## src/rtl/writeback_commit_unit.sv

```systemverilog
// Writeback/commit stage: round-robin arbitration over p_num_pipes X__W
// producers into a single-entry W register that drives the register-file
// write port and an in-order commit stream.
module writeback_commit_unit #(
  parameter int unsigned p_num_pipes    = 2,
  parameter int unsigned p_seq_num_bits = 5
) (
  input  logic                                          i_clk,
  input  logic                                          i_rst,
  input  logic [p_num_pipes-1:0]                        i_x_val,
  output logic [p_num_pipes-1:0]                        o_x_rdy,
  input  logic [p_num_pipes-1:0][31:0]                  i_x_pc,
  input  logic [p_num_pipes-1:0][p_seq_num_bits-1:0]    i_x_seq_num,
  input  logic [p_num_pipes-1:0][4:0]                   i_x_waddr,
  input  logic [p_num_pipes-1:0][31:0]                  i_x_wdata,
  input  logic [p_num_pipes-1:0]                        i_x_wen,
  output logic                                          o_rf_wen,
  output logic [4:0]                                    o_rf_waddr,
  output logic [31:0]                                   o_rf_wdata,
  output logic                                          o_commit_val,
  input  logic                                          i_commit_rdy,
  output logic [31:0]                                   o_commit_pc,
  output logic [p_seq_num_bits-1:0]                     o_commit_seq_num
);

  localparam int unsigned lp_ptr_w = (p_num_pipes > 1) ? $clog2(p_num_pipes) : 1;

  // W register and round-robin pointer
  logic                      r_w_val;
  logic [31:0]               r_pc;
  logic [p_seq_num_bits-1:0] r_seq_num;
  logic [4:0]                r_waddr;
  logic [31:0]               r_wdata;
  logic                      r_wen;
  logic [lp_ptr_w-1:0]       r_ptr;

  logic [p_num_pipes-1:0]    w_grant;
  logic [lp_ptr_w-1:0]       w_gidx;
  logic                      w_found;
  logic                      w_space;
  logic                      w_accept;
  logic                      w_commit_fire;
  logic [lp_ptr_w-1:0]       w_ptr_nxt;

  logic [31:0]               w_sel_pc;
  logic [p_seq_num_bits-1:0] w_sel_seq_num;
  logic [4:0]                w_sel_waddr;
  logic [31:0]               w_sel_wdata;
  logic                      w_sel_wen;

  // Round-robin scan starting at r_ptr; first valid pipe wins.
  always_comb begin
    w_grant = '0;
    w_gidx  = '0;
    w_found = 1'b0;
    for (int k = 0; k < int'(p_num_pipes); k++) begin
      for (int i = 0; i < int'(p_num_pipes); i++) begin
        if (!w_found && i_x_val[i] &&
            (((int'(r_ptr) + k) % int'(p_num_pipes)) == i)) begin
          w_found    = 1'b1;
          w_grant[i] = 1'b1;
          w_gidx     = lp_ptr_w'(i);
        end
      end
    end
  end

  // One-hot mux of the granted pipe's message fields.
  always_comb begin
    w_sel_pc      = '0;
    w_sel_seq_num = '0;
    w_sel_waddr   = '0;
    w_sel_wdata   = '0;
    w_sel_wen     = 1'b0;
    for (int i = 0; i < int'(p_num_pipes); i++) begin
      if (w_grant[i]) begin
        w_sel_pc      = i_x_pc[i];
        w_sel_seq_num = i_x_seq_num[i];
        w_sel_waddr   = i_x_waddr[i];
        w_sel_wdata   = i_x_wdata[i];
        w_sel_wen     = i_x_wen[i];
      end
    end
  end

  assign w_commit_fire = r_w_val && i_commit_rdy;
  // W register can take a new result when empty or draining this cycle.
  assign w_space       = !r_w_val || i_commit_rdy;
  assign w_accept      = w_found && w_space;
  assign w_ptr_nxt     = (w_gidx == lp_ptr_w'(p_num_pipes - 1)) ? '0
                                                                : w_gidx + lp_ptr_w'(1);

  assign o_x_rdy = w_grant & {p_num_pipes{w_space}};

  // W register load on accept, drain on commit; async active-low reset.
  always_ff @(posedge i_clk or negedge i_rst) begin
    if (!i_rst) begin
      r_w_val   <= 1'b0;
      r_pc      <= '0;
      r_seq_num <= '0;
      r_waddr   <= '0;
      r_wdata   <= '0;
      r_wen     <= 1'b0;
      r_ptr     <= '0;
    end else if (w_accept) begin
      r_w_val   <= 1'b1;
      r_pc      <= w_sel_pc;
      r_seq_num <= w_sel_seq_num;
      r_waddr   <= w_sel_waddr;
      r_wdata   <= w_sel_wdata;
      r_wen     <= w_sel_wen;
      r_ptr     <= w_ptr_nxt;
    end else if (w_commit_fire) begin
      r_w_val   <= 1'b0;
    end
  end

  // x0 writes are suppressed but the instruction still commits.
  assign o_rf_wen         = w_commit_fire && r_wen && (r_waddr != 5'd0);
  assign o_rf_waddr       = r_waddr;
  assign o_rf_wdata       = r_wdata;
  assign o_commit_val     = r_w_val;
  assign o_commit_pc      = r_pc;
  assign o_commit_seq_num = r_seq_num;

endmodule

```

## config.mk

```make
export PLATFORM = sky130hd
export DESIGN_NAME = writeback_commit_unit
export DESIGN_NICKNAME = d
export VERILOG_FILES = /design/src/rtl/writeback_commit_unit.sv
export SDC_FILE = /design/constraint.sdc
export NUM_CORES = 1
export LEC_CHECK = 0
export CAP_MARGIN = 15
export CORE_ASPECT_RATIO = 0.9
export CORE_UTILIZATION = 32
export DETAILED_ROUTE_END_ITERATION = 16
export PLACE_DENSITY = 0.74
export SYNTH_ARGS = -nofsm -noshare
export SYNTH_HDL_FRONTEND = slang
export SYNTH_SLANG_ARGS = --single-unit
```

## constraint.sdc

```tcl
create_clock -name i_clk -period 1.27 [get_ports i_clk]
set_input_delay 0.127 -clock i_clk [delete_from_list [all_inputs] [get_ports i_clk]]
set_output_delay 0.127 -clock i_clk [all_outputs]
set_load 0.02 [all_outputs]
```

# After elaboration in Yosys (flattened, before gate mapping)
# Cells that the tools add are included.
totals:
  regBits: 77
  elab_cells: 54
classes:
  n_mux: 22
  eq_ne: 1
  n_addsub: 2
  bitwise: 2
  reduce_logical: 20
op_table:
  columns: ["cell", "count"]
  rows:
  - ["$mux 32", 4]
  - ["$logic_not 32->1", 2]
  - ["$mux 5", 4]
  - ["$mux 1", 14]
  - ["$logic_and 1x1->1", 11]
  - ["$reduce_bool 5->1", 1]
  - ["$logic_not 1->1", 4]
  - ["$add 1x1->1 const B", 2]
  - ["$and 2x2->2", 1]
  - ["$eq 2x2->1 const B", 1]
  - ["$reduce_bool 2->1", 1]
  - ["$and 1x1->1 const A", 1]
  - ["$logic_or 1x1->1", 1]

# Logic depth before layout (Yosys ltp)
logic_depth:
  word_depth: 17
  ltp_mapped: 7

# Worst setup path after synthesis
# No wires, ideal clock.
synth_timing:
  path_kind: "register to output"
  from: "register r_w_val, in the netlist o_commit_val"
  to: "output o_x_rdy[1]"
  stages_incl_launch_ff: 5
  arrival_time_ps: 1358
  slack_ps: -215
  required_ps: 1143
  n_path_buf: 2
  cell_sequence: "dfrtp_1 -> nand2b_1 -> clkbuf_1 -> clkbuf_1 -> and3_1"
synth_via:
  elab_chain_cells: 3
synth_rtl:
  columns: ["element", "line", "text"]
  rows:
  - ["from (decl)", "29", "logic r_w_val;"]
  - ["from (signal assigned)", "98", "r_w_val <= 1'b0;"]
  - ["from (signal assigned)", "106", "r_w_val <= 1'b1;"]
  - ["from (signal assigned)", "114", "r_w_val <= 1'b0;"]
  - ["$logic_not 1->1", "88", "assign w_space = !r_w_val || i_commit_rdy;"]
  - ["$logic_or 1x1->1", "88", null]
  - ["$and 2x2->2", "93", "assign o_x_rdy = w_grant & {p_num_pipes{w_space}};"]
  - ["to (decl)", "11", "output logic [p_num_pipes-1:0] o_x_rdy,"]
# Every way passes these cells.

# Final worst setup path
layout_timing:
  from: "register r_ptr"
  to: "output o_x_rdy[1]"
layout_via:
  elab_chain_cells: 16
layout_rtl:
  columns: ["element", "line", "text"]
  rows:
  - ["from (decl)", "35", "logic [lp_ptr_w-1:0] r_ptr;"]
  - ["from (signal assigned)", "112", "r_ptr <= w_ptr_nxt;"]
  - ["$logic_not 32->1", "59", "(((int'(r_ptr) + k) % int'(p_num_pipes)) == i)) begin"]
  - ["$logic_and 1x1->1", "58", "if (!w_found && i_x_val[i] &&"]
  - ["$mux 1", "58", null]
  - ["$logic_not 1->1", "58", null]
  - ["$logic_and 1x1->1 (2 in series)", "58", null]
  - ["$mux 1", "58", null]
  - ["$logic_not 1->1", "58", null]
  - ["$logic_and 1x1->1 (2 in series)", "58", null]
  - ["$mux 1", "58", null]
  - ["$logic_not 1->1", "58", null]
  - ["$logic_and 1x1->1 (2 in series)", "58", null]
  - ["$mux 1 *", "58", null]
  - ["$and 2x2->2 *", "93", null]
# Mark *: on every way between the ends. The rest lies on a longest branch, timed or not.

==> metrics <==
status=complete, but fails checks; failing checks=setup timing; Crit-path slowest cell=dfrtp_1; Worst Reg-to-Reg Cells=6; die height=105 um; slew margin rel.=62.2%; Remaining Overflow, GRT=0; CP startpoint=r_ptr; GRT Total Usage=23.8%; Final Max Slew Viols=0; post-route minimum period=1.45 ns; sw frac=31.4%; PwrDens=1310 nW/um2; post-route setup TNS=-6.04 ns; Syn Area/Cell=10.2 um2; yosys warns=0; CTS tree=done; clock sinks=77; Routed Antenna Nets=0; part of the power in registers=32.6%; cells along the critical path=nand2b_4, buf_12, and3_4, buf_6; crit end category=primary output; Place WS=-0.368 ns; Worst EP arrival=1.32 ns; RSZ-0062 raised after global routing=yes; period utilisation layout=114%; Area contributors post-synth=dfrtp_1 (51%), a21oi_1 (18%), a32oi_1 (18%), a21oi_2 (4.4%), clkbuf_1 (3.0%); Netlist cell types=19; clock buffer depth=2; Post-route DRC=0; Post-synth EDFFs=0; worst hold path type=in2async; count leader, synth=a21oi_1; Critical Path RT=1.14 ns; Max Cap Viol=0; initial DRC count=179; routed vias=4201; Syn Inst Count=367; Async SR Flop Fraction=100%; Peak VDD IR=0.000815 V; Pre-antenna DRT Iters=4; Setup CP Type=reg2out; setup ws final=-0.179 ns; Detailed Place HPWL=9.61 mm; Clock Latency Late Sink=0.32 ns; routed vias/inst=5.49; part of the power in the clock network=30.9%; flops & latches, synth=77; Die ar.=12100 um2; fmax=690 MHz; Crit path depth=4; Post-Syn Nets=522; synthesized cell area=3750 um2; net load switching power=2.97 mW; Initial Util=32.8%; pin count of the biggest net entering global routing=78; worst path bufs/invs=2; cell row count=37; core area=11400 um2; vias in the first global route=4358; nets=759; first-pass GRT wire length=22.3 mm; gp weighted congestion=0.766; Setup violations, final=78; share of cells above drive strength 1=21.4%; Compound-Gate Fraction of Synth Area=40.2%; Setup crit start kind=flop; reg-to-reg startpoint=r_ptr; main combinational cell family by area after synthesis=compound AO/OA/AOI/OAI gates; post-synthesis mux area share=0%; Area Overhead vs Synth=92.4%; xor/xnor share of the synthesized area=0%; met2 Track Usage GR=43.7%; flop-to-flop setup slack=-0.14 ns; GR Layer Usage met1=26.7%; count of input and output buffers=232; final hold violations=0; Synth area leader=dfrtp_1; Comb power frac=36.5%; H-tree depth=3; Worst-Margin Slew=0.567 ns; met3 Usage GRT=5.16%; total CTS buffers=9; Commonest cells post-synth=a21oi_1 (133), dfrtp_1 (77), a32oi_1 (75); Root Buffer=clkbuf_16; Die Width=116 um; top cell type's share of synthesized area=51.4%; Post-Synth Simple-Gate Area=1.60%; ys flop type=dfrtp_1; # IOs=233; Worst Path Max Fanout=3; Setup Skew=0.0106 ns; CP top delay family=flip-flops; P_leak=2.82 nW; Slowest Stage Delay on Critical Path=0.40 ns; Post-Route WL=14.8 mm; wire per inst=19.4 um; Internal=6.48 mW; adder-cell share of the synthesized area=0%; Most Crowded Layer GR=met2; clock transition at the registers of the reported paths=0.06 ns; initial antenna violation count=1; share of the yosys chip area belonging to registers=51.4%
## layer usage
metal  wire length, um  vias to the layer above
li1                  -                     1938
met2              7820                      154
met3               856                       23
met5                 0                        -
met1              5860                     2086
met4               271                        0
## sequential cells by signal (all words and copies together), names as in the netlist
| register | flops |
|---|---|
| r_ptr | 1 |
| o_commit_val | 1 |
| o_rf_wdata | 32 |
| o_commit_pc | 32 |
| o_rf_waddr | 5 |
| r_wen | 1 |
| o_commit_seq_num | 5 |
## power by group through the flow
| stage | clock network [mW] | logic [mW] | registers, mW |
|---|---|---|---|
| floorplan | 0 | 0.950 | 3.61 |
| global placement | 0 | 3.16 | 3.12 |
| detailed placement | 0 | 3.23 | 3.13 |
| CTS | 2.96 | 3.43 | 3.08 |
| global route | 3.08 | 3.64 | 3.13 |
| finish | 2.92 | 3.45 | 3.08 |
## worst register-to-register path: cells and delay by family (launching register included)
family                 cells  cell delay, ns
buffers and inverters      3            0.48
AOI/OAI and AO/OA          3            0.46
DFF                        1            0.40
## what timing repair did
| item | 4_1_cts | 5_1_grt |
|---|---|---|
| hold endpoints to repair | 77 | 0 |
| hold buffers | 1 | 0 |
| resized for setup | 135 | 16 |
| gates cloned | 7 | 1 |
| setup buffers | 9 | 2 |
| setup endpoints to repair | 136 | 81 |
| pin swaps | 97 | 8 |
## final timing paths
check | to
min in group i_clk | r_wen
min | o_commit_pc[25]
max reg2reg | o_rf_wdata[21]
max in group asynchronous | o_commit_val
min reg2reg | o_rf_wdata[11]
max | o_x_rdy[1]
## layout by cell type, fill, tap and decap left out
cell type / n
a21boi_4: 1
a21oi_1: 129
a21oi_2: 23
a31oi_1: 1
a32oi_1: 45
a32oi_2: 27
a32oi_4: 3
and2_4: 2
and3_4: 1
buf_12: 15
buf_16: 5
buf_2: 4
buf_4: 20
buf_6: 6
bufinv_16: 3
clkbuf_1: 1
clkbuf_16: 10
clkbuf_2: 2
clkbuf_8: 1
clkdlybuf4s15_2: 1
clkdlybuf4s50_1: 152
clkinvlp_4: 1
dfrtp_1: 76
dfrtp_2: 1
diode_2: 1
dlygate4sd2_1: 70
dlygate4sd3_1: 1
nand2b_1: 1
nand2b_4: 2
nand3_1: 1
nor2_1: 1
nor3_2: 1
or2_2: 1
## final cells by class
| type | count | area, um2 |
|---|---|---|
| Tap cell | 156 | 195 |
| Fill cell | 953 | 4230 |
| Multi-Input combinational cell | 239 | 1880 |
| Sequential cell | 77 | 1930 |
| Timing Repair Buffer | 277 | 2870 |
| Antenna cell | 1 | 2.50 |
| Clock inverter | 4 | 97.6 |
| Clock buffer | 11 | 243 |
## per-stage QoR
stage	total power [mW]	hold WS (ns)	instances	cell area, um2	utilization [%]
final	9.45	0.361	765	7210	63.0
after global routing	9.86	0.411	765	7210	63.0
after CTS	9.47	0.379	763	7190	62.9
after detailed placement	6.36	0.185	732	6370	55.7
after global placement	6.28	0.170	732	6370	55.7
after floorplan	4.56	-0.169	367	3780	-
## cell families after synthesis
logic type	Yosys count
simple gates	10
buf+inv	51
compound gates	229
flops	77
(Power assumes the default switching activity.)
==> patch, RTL diff (config.mk and constraints unchanged) <==
Reset style: synchronous (`i_rst`), changed in one clocked block. Comments in the files are not updated.
--- a/src/rtl/writeback_commit_unit.sv
+++ b/src/rtl/writeback_commit_unit.sv
@@ -95,3 +95,3 @@
   // W register load on accept, drain on commit; async active-low reset.
-  always_ff @(posedge i_clk or negedge i_rst) begin
+  always_ff @(posedge i_clk) begin
     if (!i_rst) begin
Check against the original RTL: differs if i_rst is asserted again (counterexample within 4 cycles, from zero or initial values and one cycle with i_rst low); with i_rst held inactive, the same outputs for 4 cycles.
==> patch against the unedited design <==
- the run still ends with negative setup slack left
- design area rose by 11%
- area after synthesis rose by 0.73%
- final cell count rose by 3.3%
- global-route usage rose by 3.0 points
- power fell by 9.3%
- hold slack got worse by 0.11 ns
- sequential cell count did not move
- maximum frequency rose by 1.8%
- setup slack improved by 0.026 ns
- synthesized cell count rose by 2.7%
- wire length rose by 25%
- clock skew fell by 0.0041 ns
- via count rose by 9.7%
- largest cell class unchanged
- highest routed layer unchanged
==> patch: results (changes against the unedited design) <==
setup_path:
  r2r-end: "o_commit_pc[1]$_SDFFE_PN0P_"
  crit_path_top_delay_cell: "dfxtp_4"
  r2r-start: "o_commit_val$_SDFFE_PN0P_"
  cp-endpoint: "o_x_rdy[0]"
  worstPathArrival_ns: 1.30  # -0.02 ns
  rr_worst_depth: 7  # +1
  critPathLaunch: "r_ptr$_SDFFE_PN0P_"
pwr:
  p_int_mw: 6.00  # -7.4%
  peakVddDrop_v: 0.000782  # -4.0%
  powerSeq_mw: 2.79  # -9.4%
  combPwrFrac_pct: 34.8  # -1.7 points
drt:
  dr_wl_met2_mm: 9.42  # +20%
  wl_met1_mm: 7.23  # +23%
  first_iter_violations: 223  # +25%
global_routing:
  use_met2_pct: 47.9  # +4.3 points
  grt_pass1_wl_mm: 25.1  # +13%
  antenna_found_initial: 0  # -1
  grt_usage_pct: 26.8  # +3.0 points
min_path:
  hp-class: "in2reg"
logic_synthesis:
  syn-num-nets: 532  # +1.9%
  synth_area_leaders: "dfxtp_1 41%, a32oi_1 17%, a211oi_2 17%"
  yosys_most_used_dff: "dfxtp_1"
  ys_seq_area_share_pct: 40.8  # -11 points
  synthArstFlopShare_pct: 0  # -100 points
  synthTopCellsByCount: "78 x a21oi_1, 77 x dfxtp_1, 75 x a32oi_1"
sta:
  setup_ws_ns: -0.153  # +0.0258 ns
  finalSetupViolCount: 75  # -3.8%
  tns_ns: -4.33  # +1.71 ns
  worstMarginPinSlew_ns: 0.505  # -0.0616 ns
placement:
  gp_routability_congestion: 0.767  # about the same
  dp_slack_ns: -0.542  # -0.175 ns
  numPlacedInstances: 736  # +0.55%
run_status:
  status: "finished with violations"
  violations: "negative setup slack"
cells_and_area:
  drive_gt1_share_pct: 36.6  # +15 points
  stdcell_count: 790  # +3.3%
  fillers: 861  # -9.7%
==> patch: logic make-up (layout without fill, tap and decap cells) <==
group / after synthesis / in the layout / share of synthesized area [%]
flops: 77 / 77 / 40.8
simple gates: 10 / 10 / 1.52
compound gates: 230 / 230 / 49.8
buf+inv: 60 / 317 / 7.82
==> patch: repair_timing <==
item | 4_1_cts | 5_1_grt
setup buffers | 17 | 4
pin swaps | 23 | 25
cloned | 10 | 12
endpoints found under the setup margin | 153 | 84
resized for setup | 220 | 49
endpoints found under the hold margin | 0 | 0
==> patch: final cells by class <==
class	instances	area share, %
sequential	77	19.3
multi-input combinational	240	32.0
timing repair buffer	300	42.1
clock buffer	12	3.20
inverter	1	0.0625
clock inverter	4	0.875
tap	156	2.44
==> patch: worst register-to-register path, cell delays in order, from the launching register on <==
cell      delay (ns)
dfxtp_4         0.36
nand2b_4        0.07
buf_12          0.13
and2_4          0.18
buf_12          0.14
buf_12          0.13
buf_16          0.13
a211oi_2        0.19
